**config.mk**
```make
export PLATFORM = sky130hd
export DESIGN_NAME = hood_mode_controller
export DESIGN_NICKNAME = d
export VERILOG_FILES = /design/src/rtl/hood_pkg.sv /design/src/rtl/sec_timer.sv /design/src/rtl/hood_mode_controller.sv
export SDC_FILE = /design/constraint.sdc
export NUM_CORES = 1
export LEC_CHECK = 0
export ABC_AREA = 1
export ABC_CLOCK_PERIOD_IN_PS = 8100
export BUFFER_PORTS_ARGS = -buffer_cell sky130_fd_sc_hd__buf_2
export CORE_MARGIN = 4
export CORE_UTILIZATION = 30
export CTS_BUF_LIST = sky130_fd_sc_hd__clkbuf_8
export DETAILED_ROUTE_END_ITERATION = 12
export PLACE_DENSITY = 0.54
export SLEW_MARGIN = 20
export SYNTH_ARGS = -nofsm -noshare
export SYNTH_HDL_FRONTEND = slang
export SYNTH_HIERARCHICAL = 1
export SYNTH_SLANG_ARGS = --single-unit
```
**constraint.sdc**
```tcl
create_clock -name clk -period 8.1 [get_ports clk]
set_clock_uncertainty 0.2 [all_clocks]
set_input_delay 0.81 -clock clk [delete_from_list [all_inputs] [get_ports clk]]
set_output_delay 0.81 -clock clk [all_outputs]
set_load 0.02 [all_outputs]
```
**src/rtl/hood_pkg.sv**
```systemverilog
// Shared mode encodings, fan-level constants and default durations for the hood mode controller.
// Latency: none (types and constants only).
// Backpressure: none.
package hood_pkg;

  typedef enum logic [2:0] {
    MODE_OFF     = 3'd0,
    MODE_STANDBY = 3'd1,
    MODE_MENU    = 3'd2,
    MODE_LEVEL1  = 3'd3,
    MODE_LEVEL2  = 3'd4,
    MODE_LEVEL3  = 3'd5,
    MODE_RETURN  = 3'd6,
    MODE_CLEAN   = 3'd7
  } mode_e;

  localparam logic [1:0] FAN_OFF  = 2'd0;
  localparam logic [1:0] FAN_LOW  = 2'd1;
  localparam logic [1:0] FAN_MED  = 2'd2;
  localparam logic [1:0] FAN_HIGH = 2'd3;

  localparam int HURRICANE_SEC_DEF = 60;
  localparam int RETURN_SEC_DEF    = 60;
  localparam int CLEAN_SEC_DEF     = 180;

  // Fan speed implied by an operating mode; RETURN keeps the fan at full speed.
  function automatic logic [1:0] fan_for_mode(input mode_e m);
    case (m)
      MODE_LEVEL1: fan_for_mode = FAN_LOW;
      MODE_LEVEL2: fan_for_mode = FAN_MED;
      MODE_LEVEL3: fan_for_mode = FAN_HIGH;
      MODE_RETURN: fan_for_mode = FAN_HIGH;
      default:     fan_for_mode = FAN_OFF;
    endcase
  endfunction

endpackage

```
**src/rtl/sec_timer.sv**
```systemverilog
// Seconds countdown: a prescaler divides clk down to 1 s ticks that decrement count to zero.
// Latency: load visible on count next cycle; expire is combinational, asserted the cycle before count reaches 0.
// Backpressure: none; load always wins and restarts the prescaler.
module sec_timer #(
  parameter int TICKS_PER_SEC = 100_000_000
) (
  input  logic       clk,
  input  logic       reset,
  input  logic       load,
  input  logic [7:0] load_val,
  output logic [7:0] count,
  output logic       expire
);

  localparam int PW = (TICKS_PER_SEC > 1) ? $clog2(TICKS_PER_SEC) : 1;
  localparam logic [PW-1:0] PRESC_MAX = PW'(TICKS_PER_SEC - 1);

  logic [PW-1:0] presc;
  logic          sec_tick;

  // The prescaler only runs while there is time left, so an idle timer never underflows.
  assign sec_tick = (count != 8'd0) && (presc == PRESC_MAX);
  assign expire   = sec_tick && (count == 8'd1);

  // Prescaler and seconds counter; a load restarts the second from zero.
  always_ff @(posedge clk) begin
    if (reset) begin
      presc <= '0;
      count <= 8'd0;
    end else if (load) begin
      presc <= '0;
      count <= load_val;
    end else if (count != 8'd0) begin
      if (sec_tick) begin
        presc <= '0;
        count <= count - 8'd1;
      end else begin
        presc <= presc + PW'(1);
      end
    end
  end

endmodule

```
**src/rtl/hood_mode_controller.sv**
```systemverilog
// Range-hood mode FSM: standby/menu/extraction levels/self-clean with timed LEVEL3, RETURN and CLEAN.
// Latency: key pulse or power change at cycle t shows on mode/fan_level at t+1; all outputs registered.
// Backpressure: none; keys not valid in the current state are dropped.
module hood_mode_controller
  import hood_pkg::*;
#(
  parameter int TICKS_PER_SEC = 100_000_000,
  parameter int HURRICANE_SEC = HURRICANE_SEC_DEF,
  parameter int RETURN_SEC    = RETURN_SEC_DEF,
  parameter int CLEAN_SEC     = CLEAN_SEC_DEF
) (
  input  logic       clk,
  input  logic       reset,
  input  logic       power_state,
  input  logic       menu_key,
  input  logic       lvl1_key,
  input  logic       lvl2_key,
  input  logic       lvl3_key,
  input  logic       clean_key,
  output logic [2:0] mode,
  output logic [1:0] fan_level,
  output logic [7:0] countdown_sec,
  output logic       hurricane_used,
  output logic       clean_done
);

  mode_e      state;
  mode_e      next_state;
  logic       tmr_load;
  logic [7:0] tmr_load_val;
  logic       tmr_expire;
  logic       lvl3_ok;

  assign lvl3_ok = lvl3_key && !hurricane_used;
  assign mode    = state;

  // Next-state selection; power loss overrides everything, then expiry, then keys by priority.
  always_comb begin
    next_state = state;
    if (!power_state) begin
      next_state = MODE_OFF;
    end else begin
      case (state)
        MODE_OFF:     next_state = MODE_STANDBY;
        MODE_STANDBY: if (menu_key) next_state = MODE_MENU;
        MODE_MENU: begin
          if (menu_key)       next_state = MODE_STANDBY;
          else if (lvl3_ok)   next_state = MODE_LEVEL3;
          else if (lvl2_key)  next_state = MODE_LEVEL2;
          else if (lvl1_key)  next_state = MODE_LEVEL1;
          else if (clean_key) next_state = MODE_CLEAN;
        end
        MODE_LEVEL1, MODE_LEVEL2: begin
          if (menu_key)      next_state = MODE_STANDBY;
          else if (lvl3_ok)  next_state = MODE_LEVEL3;
          else if (lvl2_key) next_state = MODE_LEVEL2;
          else if (lvl1_key) next_state = MODE_LEVEL1;
        end
        MODE_LEVEL3: begin
          if (tmr_expire)    next_state = MODE_LEVEL2;
          else if (menu_key) next_state = MODE_RETURN;
        end
        MODE_RETURN: if (tmr_expire) next_state = MODE_STANDBY;
        MODE_CLEAN:  if (tmr_expire) next_state = MODE_STANDBY;
        default:     next_state = MODE_OFF;
      endcase
    end
  end

  // Every state change reloads the timer: timed states get their duration, others get 0,
  // which also discards a countdown cut short by power loss or by leaving LEVEL3 early.
  always_comb begin
    tmr_load     = (next_state != state);
    tmr_load_val = 8'd0;
    case (next_state)
      MODE_LEVEL3: tmr_load_val = 8'(HURRICANE_SEC);
      MODE_RETURN: tmr_load_val = 8'(RETURN_SEC);
      MODE_CLEAN:  tmr_load_val = 8'(CLEAN_SEC);
      default:     tmr_load_val = 8'd0;
    endcase
  end

  sec_timer #(
    .TICKS_PER_SEC(TICKS_PER_SEC)
  ) u_sec_timer (
    .clk      (clk),
    .reset    (reset),
    .load     (tmr_load),
    .load_val (tmr_load_val),
    .count    (countdown_sec),
    .expire   (tmr_expire)
  );

  // State, fan level and status flags, all registered from the next-state decision.
  always_ff @(posedge clk) begin
    if (reset) begin
      state          <= MODE_OFF;
      fan_level      <= FAN_OFF;
      hurricane_used <= 1'b0;
      clean_done     <= 1'b0;
    end else begin
      state      <= next_state;
      fan_level  <= fan_for_mode(next_state);
      clean_done <= power_state && (state == MODE_CLEAN) && tmr_expire;
      if (!power_state)
        hurricane_used <= 1'b0;
      else if (next_state == MODE_LEVEL3)
        hurricane_used <= 1'b1;
    end
  end

endmodule

```
==> metrics.txt <==
final RePlAce weighted congestion=just over 0.8; via count of the first global-routing pass=roughly 2,500; Critical Path Source=u_sec_timer/count[0]; horizontal extent of the die=approximately 100 um; number of ports placed on the die boundary=23; simple-gate share of the synthesized area=0.485; peak ir drop on the vdd network=a little over 80 uV; CTS tree=yes; clock slew at the register clock pins of the worst setup and hold paths=about 0.09 ns; Synth top area share=0.303; setup tns final=0 ns; number of vias per cell=roughly 4.6; share of the core filled with cells in the final layout=0.346; remaining design rule violation count=0; Worst Setup Start Kind=flip-flop; hold violation count in the final report=0; share of cell area taken by muxes after synthesis=0; total CTS buffers=5; Core Box Area=8850 um2; netlist area before placement=2780 um2; leading area contributor after synthesis=sky130_fd_sc_hd__dfxtp_1; Adder-Cell Fraction of Synth Area=0.0180; cell leakage power=approximately 1.4 nW; Initial Utilization=0.314; Starting DRT DRC Count=approximately 110; number of library cell types mapped by synthesis=36; Max Slew Vio Count=0; largest family of logic cells by synthesized area=simple AND/OR/NAND/NOR gates; synthesized flop and latch total=42; Buf/Inv on CP=4; r2r worst-path depth=20; number of endpoints failing setup at the final stage=0; critical path depth=20; post-layout min period=3.51 ns; router iterations before antenna repair=4; cell types with the largest area share after synthesis=sky130_fd_sc_hd__dfxtp_1 30%, sky130_fd_sc_hd__nand2_1 12%, sky130_fd_sc_hd__nor2_1 8.7%; count of flip-flops with a built-in enable after synthesis=0; post-detailed-routing wire length=6240 um; cell at the slowest stage of the critical path=sky130_fd_sc_hd__dfxtp_1; top flip-flop cell by instance count after synthesis=sky130_fd_sc_hd__dfxtp_1; die span in y=approximately 100 um; post_cts resized=0; Cells after Synth=around 420; post-CTS setup buffer count=0; beginning of the worst register-to-register path=u_sec_timer/count[0]; net total in the final layout=456; antenna cells=0; critical path's largest stage delay=around 0.42 ns; classification of the worst-slack hold path=reg -> reg; end point of the critical path=u_sec_timer/presc[18]; fraction of final layout cells sized beyond drive strength 1=0.194; GR Overflow Total=0; start point of the worst hold path=u_sec_timer/presc[0]; post-synthesis area per instance=~6.6 um2; maximum number of pins on one net before global-route repair=16; run status=finished clean; number of antenna violations at the first check in global routing=0; kind of critical path=reg -> reg; clock latency of the later-clocked register in the worst-skew pair=roughly 0.3 ns; synthesis-to-finish area growth=10.4%; num rows=34; area fraction in compound gates after synthesis=0.0676; top fanout value on the critical path=12; total via count after detailed routing=2,562; first-pass GRT wire length=11,400 um; Max Clock Freq=approximately 290 MHz; number of nets still failing antenna checks after routing=0; critical path endpoint category=flip-flop; level count of the clock H-tree=2; hold buffer count at cts=0; xor and xnor fraction of the mapped netlist area=0.0316; DR WL/cell=around 11 um; number of buffer cells added on primary ports=22; Data required, critical path=8.14 ns; worst reg2reg setup slack=4.59 ns; full die area=10,900 um2; signal arrival time at the worst endpoint=about 3.6 ns; number of sinks driven by the clock tree=42; critical-path cell list=inv_1 -> ha_1 -> nand2_2 -> nor2_8 -> nor2_4 -> nand2_4 -> nor3_1 -> inv_1 -> nand2_1 -> o31ai_1 -> inv_1 -> nand2_2 -> nand2_2 -> xor2_1 -> nand2_1 -> nor2_4 -> nand2_4 -> inv_4 -> nand2_1 -> nor2_1; yosys synthesis warning count=6; total global routing track utilization=0.122; largest buffer count on any clock path=2; async set-or-reset flop fraction in the synthesized netlist=0; total power density per cell area=155 nW/um2; sequential element share of the synthesized area=0.303; period utilization=0.433; unrepaired setup endpoints after global routing=no; root buffer selected by CTS=sky130_fd_sc_hd__clkbuf_8; HPWL Detailed=a little under 5000 um; Max Cap Viol=0; cell class contributing the biggest share of worst-path delay=simple AND/OR/NAND/NOR gates; destination of the worst register-to-register timing path=u_sec_timer/presc[18]
-- worst register-to-register path: cells and delay by family (launching register included) --
family	cells	cell delay, ns
flops	1	0.42
compound gates	1	0.07
fa+ha+maj	1	0.21
buf+inv	4	0.62
simple gates	13	1.78
xor+xnor	1	0.16
-- state kept, by name, indices dropped and copies added, names as in the netlist --
signal	cells
hurricane_used	1
mode	3
clean_done	1
u_sec_timer/presc	27
fan_level	2
u_sec_timer/count	8
-- per-stage QoR --
| step | hold slack, ns | instance area, um2 | cells | setup slack [ns] | power (mW) |
|---|---|---|---|---|---|
| 2_1_floorplan | 0.279 | 2780 | 420 | 4.81 | 0.323 |
| 3_3_place_gp | 0.312 | 2980 | 545 | 4.71 | 0.349 |
| 3_5_place_dp | 0.313 | 2980 | 545 | 4.60 | 0.349 |
| 4_1_cts | 0.327 | 3060 | 552 | 4.57 | 0.483 |
| 5_1_grt | 0.353 | 3060 | 552 | 4.16 | 0.509 |
| 6_report | 0.320 | 3060 | 552 | 4.59 | 0.476 |
-- layout make-up --
cell class                      count  area, um2
Timing Repair Buffer               22        110
Multi-Input combinational cell    316       1680
Tap cell                          108        135
Sequential cell                    42        841
Clock inverter                      2       10.0
Fill cell                         995       5790
Clock buffer                        5       68.8
Inverter                           57        216
-- cell families after synthesis --
kind of cell               after synthesis
adders and majority gates                4
and+or+nand+nor                        267
other                                    1
AOI/OAI and AO/OA                       32
buffers and inverters                   62
xor gates and xnor gates                10
DFF                                     42
-- worst min-delay path by stage --
| stage | slack [ns] | endpoint | cells past startpoint |
|---|---|---|---|
| after floorplan | 0.28 | u_sec_timer/presc[1] | 2 |
| after global placement | 0.31 | u_sec_timer/presc[6] | 2 |
| after detailed placement | 0.31 | u_sec_timer/presc[0] | 2 |
| after CTS | 0.33 | u_sec_timer/presc[0] | 2 |
| after global routing | 0.35 | u_sec_timer/presc[0] | 2 |
| final | 0.32 | u_sec_timer/presc[0] | 2 |
-- metal layers --
| metal | global-route usage | share of wire |
|---|---|---|
| met5 | 0 | 0 |
| met4 | 0.0228 | 0.0056 |
| met3 | 0.0230 | 0.029 |
| met2 | 0.208 | 0.48 |
| met1 | 0.162 | 0.49 |
-- power by group --
group	leakage, nW	switching, mW	internal, mW
clock network	0.0438	0.0740	0.0580
registers	0.340	0.00988	0.214
logic	1.00	0.0827	0.0373
-- cells in the mapped netlist, types with 9 or more instances --
cell type / count
sky130_fd_sc_hd__nand2_2: 12
sky130_fd_sc_hd__nand3_1: 34
sky130_fd_sc_hd__nor2_2: 15
sky130_fd_sc_hd__nand2_4: 12
sky130_fd_sc_hd__a21oi_1: 11
sky130_fd_sc_hd__nor3_1: 9
sky130_fd_sc_hd__nand4_1: 14
sky130_fd_sc_hd__dfxtp_1: 42
sky130_fd_sc_hd__nand2_1: 91
sky130_fd_sc_hd__inv_1: 52
sky130_fd_sc_hd__o21ai_0: 12
sky130_fd_sc_hd__nor2_1: 64
-- cell usage in the layout, fill, tap and decap left out --
cell,n
sky130_fd_sc_hd__a211oi_1,1
sky130_fd_sc_hd__a21oi_1,11
sky130_fd_sc_hd__a21oi_2,1
sky130_fd_sc_hd__a21oi_4,1
sky130_fd_sc_hd__buf_2,22
sky130_fd_sc_hd__clkbuf_8,5
sky130_fd_sc_hd__clkinv_2,2
sky130_fd_sc_hd__conb_1,3
sky130_fd_sc_hd__dfxtp_1,42
sky130_fd_sc_hd__ha_1,4
sky130_fd_sc_hd__inv_1,52
sky130_fd_sc_hd__inv_2,4
sky130_fd_sc_hd__inv_4,1
sky130_fd_sc_hd__nand2_1,91
sky130_fd_sc_hd__nand2_2,12
sky130_fd_sc_hd__nand2_4,12
sky130_fd_sc_hd__nand3_1,34
sky130_fd_sc_hd__nand3_2,2
sky130_fd_sc_hd__nand3b_2,1
sky130_fd_sc_hd__nand4_1,14
sky130_fd_sc_hd__nor2_1,64
sky130_fd_sc_hd__nor2_2,15
sky130_fd_sc_hd__nor2_4,5
sky130_fd_sc_hd__nor2_8,1
sky130_fd_sc_hd__nor3_1,9
sky130_fd_sc_hd__nor3b_1,4
sky130_fd_sc_hd__nor4_1,1
sky130_fd_sc_hd__o21a_1,1
sky130_fd_sc_hd__o21ai_0,12
sky130_fd_sc_hd__o21ai_1,2
sky130_fd_sc_hd__o21bai_1,2
sky130_fd_sc_hd__o31ai_1,1
sky130_fd_sc_hd__or2_2,2
sky130_fd_sc_hd__xnor2_1,2
sky130_fd_sc_hd__xor2_1,8
(Power assumes the default switching activity.)
